$ cat src/rtl/dmem_arbiter.sv
// dmem_arbiter: shares the single-port data memory between the core (port 0) and
// the debug/loader path (port 1). Define DMEM_ARB_PERF_EN for grant/stall counters.
module dmem_arbiter #(
  parameter int ADDRESS_WIDTH = 32,
  parameter int MEM_WIDTH     = 32,
  parameter int MEM_DEPTH     = 100,
  parameter int MAX_LOCK      = 8
) (
  input  logic                     CLK,
  input  logic                     RST,
  // Handshake (both ports): the requester raises req with we/addr/wdata and holds
  // them stable until it sees gnt. gnt is combinational and completes the access
  // in that same cycle; read data comes back one cycle later with rvalid.
  input  logic                     p0_req,
  input  logic                     p0_we,
  input  logic [ADDRESS_WIDTH-1:0] p0_addr,
  input  logic [MEM_WIDTH-1:0]     p0_wdata,
  input  logic                     p0_lock,
  output logic                     p0_gnt,
  output logic                     p0_rvalid,
  output logic [MEM_WIDTH-1:0]     p0_rdata,
  input  logic                     p1_req,
  input  logic                     p1_we,
  input  logic [ADDRESS_WIDTH-1:0] p1_addr,
  input  logic [MEM_WIDTH-1:0]     p1_wdata,
  input  logic                     p1_lock,
  output logic                     p1_gnt,
  output logic                     p1_rvalid,
  output logic [MEM_WIDTH-1:0]     p1_rdata,
  output logic [ADDRESS_WIDTH-1:0] mem_A,
  output logic                     mem_WE,
  output logic [MEM_WIDTH-1:0]     mem_WD,
  input  logic [MEM_WIDTH-1:0]     mem_RD,
  output logic                     addr_err,
  // FSM state: 0 = IDLE, 1 = OWN0, 2 = OWN1
  output logic [1:0]               dbg_state
`ifdef DMEM_ARB_PERF_EN
  ,
  output logic [15:0]              p0_gnt_cnt,
  output logic [15:0]              p1_gnt_cnt,
  output logic [15:0]              stall_cnt
`endif
);

  typedef enum logic [1:0] {
    IDLE = 2'd0,
    OWN0 = 2'd1,
    OWN1 = 2'd2
  } state_t;

  localparam int CW = (MAX_LOCK < 1) ? 1 : $clog2(MAX_LOCK + 1);
  localparam logic [CW-1:0] LOCK_MAX = CW'(MAX_LOCK);
  localparam logic [CW-1:0] CNT_ONE  = CW'(1);
  localparam logic [ADDRESS_WIDTH-1:0] DEPTH = ADDRESS_WIDTH'(MEM_DEPTH);

  state_t         state, state_nxt;
  logic [CW-1:0]  lock_cnt, lock_cnt_nxt, cnt_inc;
  logic           last_win, last_win_nxt;   // 1: port 1 won most recently
  logic           gnt0, gnt1;
  logic           pick0_idle, pick1_idle;
  logic           cnt_below_max;
  logic           in_range0, in_range1;

  assign in_range0     = (p0_addr < DEPTH);
  assign in_range1     = (p1_addr < DEPTH);
  assign cnt_below_max = (lock_cnt < LOCK_MAX);
  assign cnt_inc       = (lock_cnt == LOCK_MAX) ? LOCK_MAX : lock_cnt + CNT_ONE;

  assign p0_gnt    = gnt0;
  assign p1_gnt    = gnt1;
  assign dbg_state = state;

  // Grant decision. An owner past its lock budget yields only if the other port wants the slot.
  always_comb begin
    pick0_idle = p0_req & (~p1_req | last_win);
    pick1_idle = p1_req & (~p0_req | ~last_win);
    gnt0 = 1'b0;
    gnt1 = 1'b0;
    case (state)
      OWN0: begin
        if (p0_req && p0_lock) begin
          if (cnt_below_max || !p1_req) gnt0 = 1'b1;
          else                          gnt1 = 1'b1;
        end else begin
          gnt0 = pick0_idle;
          gnt1 = pick1_idle;
        end
      end
      OWN1: begin
        if (p1_req && p1_lock) begin
          if (cnt_below_max || !p0_req) gnt1 = 1'b1;
          else                          gnt0 = 1'b1;
        end else begin
          gnt0 = pick0_idle;
          gnt1 = pick1_idle;
        end
      end
      default: begin
        gnt0 = pick0_idle;
        gnt1 = pick1_idle;
      end
    endcase
    // Requests seen in the reset cycle are dropped rather than performed.
    if (RST) begin
      gnt0 = 1'b0;
      gnt1 = 1'b0;
    end
  end

  // Ownership follows the granted port's lock; the counter includes the entering grant.
  always_comb begin
    state_nxt    = IDLE;
    lock_cnt_nxt = '0;
    last_win_nxt = last_win;
    if (gnt0) begin
      last_win_nxt = 1'b0;
      if (p0_lock) begin
        state_nxt    = OWN0;
        lock_cnt_nxt = (state == OWN0) ? cnt_inc : CNT_ONE;
      end
    end else if (gnt1) begin
      last_win_nxt = 1'b1;
      if (p1_lock) begin
        state_nxt    = OWN1;
        lock_cnt_nxt = (state == OWN1) ? cnt_inc : CNT_ONE;
      end
    end
  end

  always_ff @(posedge CLK) begin
    if (RST) begin
      state    <= IDLE;
      lock_cnt <= '0;
      last_win <= 1'b1;
    end else begin
      state    <= state_nxt;
      lock_cnt <= lock_cnt_nxt;
      last_win <= last_win_nxt;
    end
  end

  always_comb begin
    mem_A  = '0;
    mem_WE = 1'b0;
    mem_WD = '0;
    if (gnt0) begin
      mem_A  = p0_addr;
      mem_WE = p0_we & in_range0;
      mem_WD = p0_wdata;
    end else if (gnt1) begin
      mem_A  = p1_addr;
      mem_WE = p1_we & in_range1;
      mem_WD = p1_wdata;
    end
  end

  // Out-of-range reads return zero instead of whatever the memory drives.
  always_ff @(posedge CLK) begin
    if (RST) begin
      p0_rvalid <= 1'b0;
      p0_rdata  <= '0;
      p1_rvalid <= 1'b0;
      p1_rdata  <= '0;
      addr_err  <= 1'b0;
    end else begin
      p0_rvalid <= gnt0 & ~p0_we;
      p1_rvalid <= gnt1 & ~p1_we;
      if (gnt0 && !p0_we) p0_rdata <= in_range0 ? mem_RD : '0;
      if (gnt1 && !p1_we) p1_rdata <= in_range1 ? mem_RD : '0;
      addr_err  <= (gnt0 & ~in_range0) | (gnt1 & ~in_range1);
    end
  end

`ifdef DMEM_ARB_PERF_EN
  logic stall;
  assign stall = (p0_req & ~gnt0) | (p1_req & ~gnt1);

  always_ff @(posedge CLK) begin
    if (RST) begin
      p0_gnt_cnt <= '0;
      p1_gnt_cnt <= '0;
      stall_cnt  <= '0;
    end else begin
      if (gnt0 && p0_gnt_cnt != 16'hFFFF) p0_gnt_cnt <= p0_gnt_cnt + 16'd1;
      if (gnt1 && p1_gnt_cnt != 16'hFFFF) p1_gnt_cnt <= p1_gnt_cnt + 16'd1;
      if (stall && stall_cnt != 16'hFFFF) stall_cnt  <= stall_cnt + 16'd1;
    end
  end
`endif

endmodule

$ cat config.mk
export PLATFORM = sky130hd
export DESIGN_NAME = dmem_arbiter
export DESIGN_NICKNAME = d
export VERILOG_FILES = /design/src/rtl/dmem_arbiter.sv
export SDC_FILE = /design/constraint.sdc
export NUM_CORES = 1
export LEC_CHECK = 0
export ABC_AREA = 1
export BUFFER_PORTS_ARGS = -buffer_cell sky130_fd_sc_hd__buf_4
export CAP_MARGIN = 20
export CORE_AREA = 2 2 118 120
export DETAILED_ROUTE_END_ITERATION = 7
export DIE_AREA = 0 0 120 122
export HOLD_SLACK_MARGIN = 0.15
export PLACE_DENSITY = 0.65
export SLEW_MARGIN = 30
export SYNTH_ARGS = -nofsm -noshare
export SYNTH_HDL_FRONTEND = slang
export SYNTH_SLANG_ARGS = --single-unit
$ cat constraint.sdc
create_clock -name CLK -period 4 [get_ports CLK]
set_input_delay 0.8 -clock CLK [delete_from_list [all_inputs] [get_ports CLK]]
set_output_delay 0.8 -clock CLK [all_outputs]
set_load 0.005 [all_outputs]
==> metrics.txt <==
Vias/cell=4.51; wire per inst=14.8 um; Hold/Removal Path Class=reg -> reg; Post-CTS Resized=0; Chip Height=122 um; DR pass1 iterations=4; Slew @ Worst Pin=0.819 ns; diode count=0; crit start category=input pin; Syn Area/Cell=5.81 um^2; WHS Path Cells=2; Final Hold Fails=0; slowest CP cell=buf_4; syn_nets=970; IO Pins=304; DR DRC count=0; clock root buffer master=clkbuf_16; Syn Inst Count=798; post-CTS setup buffer count=0; skew final=0.00815 ns; Pwr Density=331 mW/mm^2; post-synth cell types=23; Primary FF master, synth=dfxtp_1; Worst Path Max Fanout=58; Crit path largest cell delay=0.48 ns; fraction of layout cells with a size suffix above 1=31.1%; CP Capture Type=output port; WP data required=3.20 ns; final weighted congestion in routability-driven placement=1.01; unrepaired setup endpoints after global routing=no; critical-path cell list=buf_4 > nand2_1 > clkinv_1 > nand3_1 > nand3_1 > nand3_2 > nand2_4 > inv_4 > buf_4 > nand2_1 > o21ai_0 > buf_4; Reg clk slew, reported paths=0.06 ns; synthesis-stage register bit count=74; # setup viols final=0; initial antenna violation count=0; Fillers=1402; CTS tree=built; Num CTS Buffers=9; Worst R2R Setup Slack=1.78 ns; DRT iter0 DRCs=336; Synth Area in Compound Gates=11.3%; crit path time final=3.36 ns; Critical Path AT=2.56 ns; gr ovfl total=0; Critical R2R Launch=dbg_state[0]; Hold EP=p0_rdata[11]; Synth Warn #=0; number of cells on the worst reg-to-reg path=9; initial core utilization=34.3%; post-synthesis adder-cell area fraction=1.08%; Final ANT Viol Nets=0; final net count=1250; most used cell, CP=buf_4; Die Width=120 um; post-synthesis mux area share=0%; Design Area, Final=0.00728 mm^2; Slew HR=45.3%; Max-Cap Viols=0; Placement Cell Area=0.00697 mm^2; leakage=3.90 nW; Port-buffer cells=303; Total Power=0.00241 W; Max Slew Vio Count=0; CTS Buffer Depth=2; Post-Route Setup TNS=0 ns; FP Rows=43; delay-heaviest family, CP=buffers and inverters; Async SR Flop Fraction=0%; sequential area share after synthesis=32.0%; xor/xnor cell area share of the yosys netlist=0%; GRT Overall Usage=24.7%; Buffers & Inverters on Critical Path=5; first-pass GRT wire length=27900 um; Syn Std Cell Area=0.00463 mm^2; Clk Latency, worst-skew pair=0.33 ns; Tcrit/Tclk final=83.9%; total die area=0.0146 mm^2; simple-gate share of the synthesized area=39.6%; Fmax=298 MHz; Area Overhead vs Synth=57.2%; largest family of logic cells by synthesized area=simple AND/OR/NAND/NOR gates; vias in the first global route=5184; largest net degree at the start of global routing=66; H-Tree Level Count=3; Routed WL=18700 um; maximum vdd drop=223 uV; status=complete, no violations; critical hold path startpoint=p0_rdata[11]; Reg-to-Reg End=p0_rdata[25]; DR vias=5690; Sink Count=74; CP Class=in -> out; hpwl dp=14200 um; CTS Hold Bufs=0; total core area=0.0135 mm^2; Post-synth EDFFs=0
synth_stat cells, types with 2 or more instances:
library cell	number	share of area (%)
a21oi_1	34	3.7
buf_2	15	1.6
buf_4	4	0.65
buf_6	5	1.2
clkbuf_1	19	1.5
dfxtp_1	74	32
ha_1	4	1.1
inv_1	132	11
inv_2	2	0.16
nand2_1	290	23
nand3_1	23	2.5
nand3_2	2	0.43
nand3b_1	3	0.49
nand4_1	5	0.67
nor2_1	91	7.4
nor2_4	2	0.49
nor3_1	36	3.9
o21ai_0	21	2.3
o21bai_1	32	5.2
flip-flops by register name, summed over array words and instances, names as in the netlist:
| name | cells |
|---|---|
| p1_rvalid | 1 |
| p0_rvalid | 1 |
| addr_err | 1 |
| p1_rdata | 32 |
| last_win | 1 |
| dbg_state | 2 |
| lock_cnt | 4 |
| p0_rdata | 32 |
worst register-to-register path, cell delays in order (launching register included):
cell,delay [ns]
dfxtp_1,0.36
inv_1,0.06
ha_1,0.33
nand3_1,0.10
nand2_1,0.05
inv_1,0.11
nand2_4,0.17
nor2_4,0.67
nand2_1,0.15
a21oi_1,0.16
cell type report:
| cell class | instances | area [um^2] | share of cell area [%] |
|---|---|---|---|
| inverter | 136 | 513 | 7.04 |
| clock inverter | 6 | 90.1 | 1.24 |
| sequential | 74 | 1480 | 20.3 |
| clock buffer | 9 | 225 | 3.09 |
| tap | 180 | 225 | 3.09 |
| timing repair buffer | 312 | 2340 | 32.2 |
| multi-input combinational | 545 | 2410 | 33.0 |
kinds of logic after synthesis:
kind of cell	after synthesis
adders and majority gates	4
AOI/OAI and AO/OA	88
DFF	74
buffers and inverters	179
and+or+nand+nor	453
layer usage:
metal | vias up | share of wire [%] | global-route usage [%]
met1 | 2515 | 43 | 31.2
li1 | 2953 | - | -
met2 | 205 | 47 | 41.3
met5 | - | 0 | 0
met4 | 0 | 1.3 | 4.93
met3 | 17 | 8.8 | 8.05
layout by cell type, fill, tap and decap left out, types with 2 or more instances in the layout:
cell type,count
inv_2,2
nand4_1,5
nor2_1,91
nand3b_1,3
nor3_1,36
dfxtp_1,74
inv_1,132
a21oi_1,34
clkbuf_16,9
buf_4,312
nand3_2,2
bufinv_16,2
nor2_4,2
ha_1,4
o21ai_0,21
inv_6,2
nand2_1,290
nand3_1,23
o21bai_1,32
worst max-delay path by stage:
| stage | to | start | depth (start not counted) | slack, ns |
|---|---|---|---|---|
| after global placement | mem_WE | p0_lock | 12 | 0.67 |
| final | mem_A[23] | p0_lock | 12 | 0.64 |
| after detailed placement | mem_A[26] | p0_lock | 12 | 0.66 |
| after global routing | mem_A[16] | p0_req | 12 | 0.39 |
| after CTS | mem_A[23] | p0_lock | 12 | 0.66 |
| after floorplan | mem_A[17] | p0_req | 10 | 1.38 |
through the flow:
| step | setup slack [ns] | hold WS (ns) | utilization (%) | std cells |
|---|---|---|---|---|
| after detailed placement | 0.664 | 0.458 | 51.6 | 1247 |
| after global routing | 0.392 | 0.489 | 53.9 | 1262 |
| after CTS | 0.656 | 0.467 | 53.9 | 1262 |
| after global placement | 0.671 | 0.453 | 51.6 | 1247 |
| after floorplan | 1.38 | 0.461 | - | 798 |
| final | 0.643 | 0.464 | 53.9 | 1262 |
where the power goes:
part / switching, W / total (W) / internal (W)
clock network: 0.000319 / 0.000865 / 0.000546
logic: 0.000381 / 0.000751 / 0.000370
registers: 0.0000193 / 0.000794 / 0.000775
(Power assumes the default switching activity.)
